[src/rtl/index_bitmap_allocator_if.sv]
`default_nettype none
// ============================================================================
//  Module      : index_bitmap_allocator_if
//  Description : Bundle of the allocate / release / status signals exchanged
//                between a pool consumer (master) and the slot allocator
//                (slave).
//                master drives : flush, alloc_req, release_valid,
//                                release_index
//                slave drives  : alloc_valid, alloc_index, free_map,
//                                free_count, empty, release_err
//  Revision    : 1.0 - initial release
// ============================================================================
interface index_bitmap_allocator_if #(
  parameter int WIDTH         = 32,
  parameter int RELEASE_PORTS = 2
);
  localparam int IDX_W = $clog2(WIDTH);

  logic                                   flush;
  logic                                   alloc_req;
  logic                                   alloc_valid;
  logic [IDX_W-1:0]                       alloc_index;
  logic [RELEASE_PORTS-1:0]               release_valid;
  logic [RELEASE_PORTS-1:0][IDX_W-1:0]    release_index;
  logic [WIDTH-1:0]                       free_map;
  logic [IDX_W:0]                         free_count;
  logic                                   empty;
  logic                                   release_err;

  modport master (
    output flush, alloc_req, release_valid, release_index,
    input  alloc_valid, alloc_index, free_map, free_count, empty, release_err
  );

  modport slave (
    input  flush, alloc_req, release_valid, release_index,
    output alloc_valid, alloc_index, free_map, free_count, empty, release_err
  );
endinterface
`default_nettype wire

[src/rtl/index_bitmap_allocator.sv]
`default_nettype none
// ============================================================================
//  Module      : index_bitmap_allocator
//  Description : Free-map keeper for a WIDTH-entry resource pool. Grants at
//                most one slot per cycle (lowest free index, combinational
//                from the registered map) and accepts up to RELEASE_PORTS
//                frees per cycle, decoded from index to one-hot.
//  Ports       : clk  - clock, all state on rising edge
//                rst  - synchronous active-high reset
//                bus  - slave side of index_bitmap_allocator_if
//                       (flush / alloc handshake / release ports / status)
//  Revision    : 1.0 - initial release
// ============================================================================
module index_bitmap_allocator #(
  parameter int WIDTH         = 32,
  parameter int RELEASE_PORTS = 2
) (
  input  wire logic                   clk,
  input  wire logic                   rst,
  index_bitmap_allocator_if.slave     bus
);
  localparam int IDX_W   = $clog2(WIDTH);
  localparam int COUNT_W = IDX_W + 1;

  // Registered state
  logic [WIDTH-1:0]   free_map_q,    free_map_d;
  logic [COUNT_W-1:0] free_count_q,  free_count_d;
  logic               release_err_q, release_err_d;

  // Combinational helpers
  logic [RELEASE_PORTS-1:0][WIDTH-1:0] rel_dec;
  logic [IDX_W-1:0]   lowest_idx;
  logic               any_free;
  logic               alloc_fire;
  logic [WIDTH-1:0]   alloc_onehot;
  logic [WIDTH-1:0]   release_onehot;
  logic [WIDTH-1:0]   seen;
  logic               dup_release;
  logic               already_free;
  logic [WIDTH-1:0]   next_map;
  logic [COUNT_W-1:0] next_count;

  // Per-port index-to-one-hot decode; an idle port contributes nothing.
  for (genvar p = 0; p < RELEASE_PORTS; p++) begin : g_rel_dec
    assign rel_dec[p] = bus.release_valid[p]
                      ? (WIDTH'(1) << bus.release_index[p])
                      : '0;
  end

  // Lowest set bit of the registered map. Scanning downward lets the last
  // hit win, which is the lowest index; an empty map leaves index 0.
  always_comb begin
    lowest_idx = '0;
    for (int i = WIDTH - 1; i >= 0; i--) begin
      if (free_map_q[i]) lowest_idx = IDX_W'(i);
    end
  end

  assign any_free = |free_map_q;

  always_comb begin
    alloc_fire     = bus.alloc_req & any_free;
    alloc_onehot   = alloc_fire ? (WIDTH'(1) << lowest_idx) : '0;

    // Accumulate releases; a port hitting a bit already claimed by an
    // earlier port in the same cycle is a duplicate.
    release_onehot = '0;
    seen           = '0;
    dup_release    = 1'b0;
    for (int p = 0; p < RELEASE_PORTS; p++) begin
      dup_release    = dup_release | (|(seen & rel_dec[p]));
      seen           = seen | rel_dec[p];
      release_onehot = release_onehot | rel_dec[p];
    end

    // Releasing a bit that is already free is illegal. This also covers
    // releasing the index being granted this cycle, since that bit is free.
    already_free = |(release_onehot & free_map_q);

    // Release wins over allocation on an (illegal) overlap.
    next_map = (free_map_q & ~alloc_onehot) | release_onehot;

    // Direct popcount of the next map keeps the count exact in every case,
    // including duplicate and already-free releases.
    next_count = '0;
    for (int i = 0; i < WIDTH; i++) begin
      next_count = next_count + {{IDX_W{1'b0}}, next_map[i]};
    end
  end

  // Next-state selection; flush overrides alloc and release but leaves the
  // sticky error untouched.
  always_comb begin
    free_map_d    = next_map;
    free_count_d  = next_count;
    release_err_d = release_err_q | dup_release | already_free;
    if (bus.flush) begin
      free_map_d    = '1;
      free_count_d  = COUNT_W'(WIDTH);
      release_err_d = release_err_q;
    end
  end

  always_ff @(posedge clk) begin
    if (rst) begin
      free_map_q    <= '1;
      free_count_q  <= COUNT_W'(WIDTH);
      release_err_q <= 1'b0;
    end else begin
      free_map_q    <= free_map_d;
      free_count_q  <= free_count_d;
      release_err_q <= release_err_d;
    end
  end

  // Outputs depend only on registered state.
  assign bus.alloc_valid = any_free;
  assign bus.alloc_index = lowest_idx;
  assign bus.free_map    = free_map_q;
  assign bus.free_count  = free_count_q;
  assign bus.empty       = (free_count_q == '0);
  assign bus.release_err = release_err_q;

endmodule
`default_nettype wire

[src/flat_wrapper.sv]
// flat-port wrapper written by rule: the top's interface ports become plain ports
module index_bitmap_allocator_flat 
#(
  parameter int WIDTH         = 32,
  parameter int RELEASE_PORTS = 2
)
  (clk, rst, bus_flush, bus_alloc_req, bus_release_valid, bus_release_index, bus_alloc_valid, bus_alloc_index, bus_free_map, bus_free_count, bus_empty, bus_release_err);
  index_bitmap_allocator_if #(.WIDTH(WIDTH), .RELEASE_PORTS(RELEASE_PORTS)) bus_i ();
  input  wire logic clk;
  input  wire logic rst;
  input wire logic [$bits(bus_i.flush)-1:0] bus_flush;
  input wire logic [$bits(bus_i.alloc_req)-1:0] bus_alloc_req;
  input wire logic [$bits(bus_i.release_valid)-1:0] bus_release_valid;
  input wire logic [$bits(bus_i.release_index)-1:0] bus_release_index;
  output wire logic [$bits(bus_i.alloc_valid)-1:0] bus_alloc_valid;
  output wire logic [$bits(bus_i.alloc_index)-1:0] bus_alloc_index;
  output wire logic [$bits(bus_i.free_map)-1:0] bus_free_map;
  output wire logic [$bits(bus_i.free_count)-1:0] bus_free_count;
  output wire logic [$bits(bus_i.empty)-1:0] bus_empty;
  output wire logic [$bits(bus_i.release_err)-1:0] bus_release_err;
  assign bus_i.flush = bus_flush;
  assign bus_i.alloc_req = bus_alloc_req;
  assign bus_i.release_valid = bus_release_valid;
  assign bus_i.release_index = bus_release_index;
  assign bus_alloc_valid = bus_i.alloc_valid;
  assign bus_alloc_index = bus_i.alloc_index;
  assign bus_free_map = bus_i.free_map;
  assign bus_free_count = bus_i.free_count;
  assign bus_empty = bus_i.empty;
  assign bus_release_err = bus_i.release_err;
  index_bitmap_allocator #(.WIDTH(WIDTH), .RELEASE_PORTS(RELEASE_PORTS)) u_core (.clk(clk), .rst(rst), .bus(bus_i));
endmodule
[config.mk]
export PLATFORM = sky130hd
export DESIGN_NAME = index_bitmap_allocator_flat
export DESIGN_NICKNAME = d
export VERILOG_FILES = /design/src/rtl/index_bitmap_allocator_if.sv /design/src/rtl/index_bitmap_allocator.sv /design/src/flat_wrapper.sv
export SDC_FILE = /design/constraint.sdc
export NUM_CORES = 1
export LEC_CHECK = 0
export ABC_AREA = 1
export BUFFER_PORTS_ARGS = -buffer_cell sky130_fd_sc_hd__buf_2
export CAP_MARGIN = 20
export CELL_PAD_IN_SITES_DETAIL_PLACEMENT = 0
export CELL_PAD_IN_SITES_GLOBAL_PLACEMENT = 1
export CORE_ASPECT_RATIO = 1.4
export CORE_MARGIN = 3
export CORE_UTILIZATION = 30
export DETAILED_ROUTE_END_ITERATION = 7
export GPL_TIMING_DRIVEN = 0
export PLACE_DENSITY = 0.62
export SLEW_MARGIN = 20
export SYNTH_ARGS = -nofsm -noshare
export SYNTH_HDL_FRONTEND = slang
export SYNTH_SLANG_ARGS = --single-unit
[constraint.sdc]
create_clock -name clk -period 8.5 [get_ports clk]
set_clock_uncertainty 0.1 [all_clocks]
set_input_delay 0.85 -clock clk [delete_from_list [all_inputs] [get_ports clk]]
set_output_delay 0.85 -clock clk [all_outputs]
set_load 0.01 [all_outputs]
==> results.sh <==
export IMPL_final_nets=767
export IMPL_path_delay_family="adder cells"
export IMPL_routedWlPerCell_um=18.2
export IMPL_drive_gt1_frac=0.128
export IMPL_h_tree_depth=2
export IMPL_nFillCells=1492
export IMPL_setup_tns_ps=0
export IMPL_synthTopCellsByArea="dfxtp_1 (19%), inv_1 (13%), fa_1 (12%), nand2_1 (10%), nor2_1 (10%)"
export IMPL_clk_pin_slew_ps=70
export IMPL_critPathKind="flop to flop"
export IMPL_cts_buffers=5
export IMPL_hp_class="flop to flop"
export IMPL_crit_buf_inv=4
export IMPL_async_flop_share=0
export IMPL_syn_area_per_cell_um2=6.20
export IMPL_grt_pass1_vias=4441
export IMPL_cts_root_buf="clkbuf_16"
export IMPL_fin_util=0.363
export IMPL_tritoncts="built"
export IMPL_critPathLaunchType="flop"
export IMPL_vias_per_cell=4.97
export IMPL_antenna_found_initial=0
export IMPL_post_cts_buffers=0
export IMPL_clkLatencyLatePin_ps=300
export IMPL_die_h_um=144
export IMPL_drt_initial_drc_count=207
export IMPL_critical_path_slowest_cell="fa_1"
export IMPL_fin_cells=898
export IMPL_period_share=0.914
export IMPL_synth_edf_count=0
export IMPL_ant_nets=0
export IMPL_dp_hpwl_um=13900
export IMPL_overflow=0
export IMPL_synth_cell_types=42
export IMPL_grt_usage=0.220
export IMPL_critical_path_arrival_ps=7840
export IMPL_area_growth_pct=16.7
export IMPL_die_area_um2=15000
export IMPL_p_leak_nw=2.21
export IMPL_crit_top_cell="fa_1"
export IMPL_yosysWarningCount=0
export IMPL_crit_fanout=6
export IMPL_setup_viol=0
export IMPL_synth_top_area_cell="dfxtp_1"
export IMPL_hold_viol_final=0
export IMPL_drc_errors=0
export IMPL_fin_crit_ps=7770
export IMPL_gp_congestion=0.923
export IMPL_max_freq_mhz=129
export IMPL_syn_nets=703
export IMPL_grt_max_degree=14
export IMPL_cp_end_kind="flop"
export IMPL_pin_count=62
export IMPL_synth_top_cell_area_share=0.192
export IMPL_slowest_delay_ps=520
export IMPL_drv_slew=0
export IMPL_maxCapViolCount=0
export IMPL_rsz0062_at_grt="no"
export IMPL_yosysMostFrequentCell="inv_1"
export IMPL_ctsResizeCount=0
export IMPL_drt_first_pass_iters=5
export IMPL_num_rows=49
export IMPL_core_area_um2=13100
export IMPL_syn_cell_area_um2=4060
export IMPL_io_buffers=57
export IMPL_relSlewSlack=0.527
export IMPL_initial_utilization=0.311
export IMPL_die_w_um=104
export IMPL_num_vias=4461
export IMPL_wl_um=16300
export IMPL_grt_pass1_wl_um=24700
export IMPL_yosys_register_bits=39
export IMPL_place_inst=890
export IMPL_clockBufferDepth=2
export IMPL_status="finished, final reports clean"
export IMPL_synth_common_cells="inv_1 (142), nand2_1 (113), nor2_1 (113), nand3_1 (66), dfxtp_1 (39)"
export IMPL_ys_seq_area_frac=0.192
export IMPL_holdBufCountCts=0
export IMPL_num_antenna_cells=0
export IMPL_synth_cells=655
export IMPL_critPathRequiredTime_ps=8570
export IMPL_tightestPinTransition_ps=709
export IMPL_p_per_area_nw_per_um2=108
export IMPL_vdd_ir_drop_max_mv=0.0685
export IMPL_synth_main_ff_cell="dfxtp_1"
export IMPL_clock_sinks=39
report_power, final:
part	internal (mW)	leakage [nW]	switching (mW)
clock network	0.139	0.0838	0.0872
registers	0.187	0.317	0.00152
logic	0.0325	1.81	0.0659
total	0.358	2.21	0.155
final timing paths:
kind	to	cells after the start	start	slack [ps]
min reg2reg	u_core.bus.release_err$_SDFFE_PP0N_	2	u_core.bus.release_err$_SDFFE_PP0N_	360
min	u_core.bus.release_err$_SDFFE_PP0N_	2	u_core.bus.release_err$_SDFFE_PP0N_	360
max	u_core.bus.free_count[4]$_SDFF_PP0_	35	u_core.bus.free_map[28]$_SDFF_PP1_	730
max reg2reg	u_core.bus.free_count[4]$_SDFF_PP0_	35	u_core.bus.free_map[28]$_SDFF_PP1_	730
routing by layer:
layer / track usage / up-vias / share of wire
met5: 0 / - / 0
met4: 0.120 / 0 / 0.052
met1: 0.237 / 2059 / 0.38
li1: - / 2226 / -
met2: 0.421 / 139 / 0.53
met3: 0.0211 / 37 / 0.037
layout make-up:
| cell class | count | area, um2 | share of cell area |
|---|---|---|---|
| Multi-Input combinational cell | 457 | 2670 | 0.564 |
| Sequential cell | 39 | 781 | 0.165 |
| Inverter | 143 | 537 | 0.113 |
| Timing Repair Buffer | 57 | 285 | 0.0602 |
| Tap cell | 178 | 223 | 0.0470 |
| Clock buffer | 5 | 125 | 0.0264 |
| Buffer | 16 | 70.1 | 0.0148 |
| Clock inverter | 3 | 43.8 | 0.00925 |
cells by family (layout without fill, tap and decap cells):
family,count (synthesis),in the layout,share of synthesized area
buf+inv,159,224,0.150
fa+ha+maj,32,32,0.143
flops,39,39,0.192
compound gates,80,80,0.135
simple gates,345,345,0.380
per-stage QoR:
step	hold slack, ps	area (um2)	total power, mW	worst slack, ps
finish	358	4740	0.513	728
global route	423	4740	0.534	170
CTS	355	4740	0.516	717
detailed placement	345	4570	0.291	756
global placement	338	4570	0.290	825
floorplan	374	4060	0.257	1580
sequential cells by signal (all words and copies together), names as in the netlist:
| signal | cells |
|---|---|
| u_core.bus.free_count | 6 |
| u_core.bus.release_err | 1 |
| u_core.bus.free_map | 32 |
cell usage in the layout (no fill, tap or decap), types with 4 or more instances in the layout:
master	instances
nor2_2	4
nand2_1	113
dfxtp_1	39
nor4_1	5
nand4_1	14
clkbuf_1	8
ha_1	8
buf_2	62
a21oi_1	14
fa_1	24
o21ai_0	10
o22ai_1	14
a21oi_2	4
a21boi_1	5
inv_1	142
o21a_1	4
nor3_1	14
o2111ai_1	5
nor2_1	113
nand3_1	66
o21bai_1	8
clkbuf_16	5
worst register-to-register path: cells and delay by family (launching register included):
kind                       cells  cell delay, ps
AOI/OAI and AO/OA              5             920
adders and majority gates      9            4110
buffers and inverters          4             280
DFF                            1             450
and+or+nand+nor               17            1780
No activity file was read; power rests on OpenSTA's default activity.
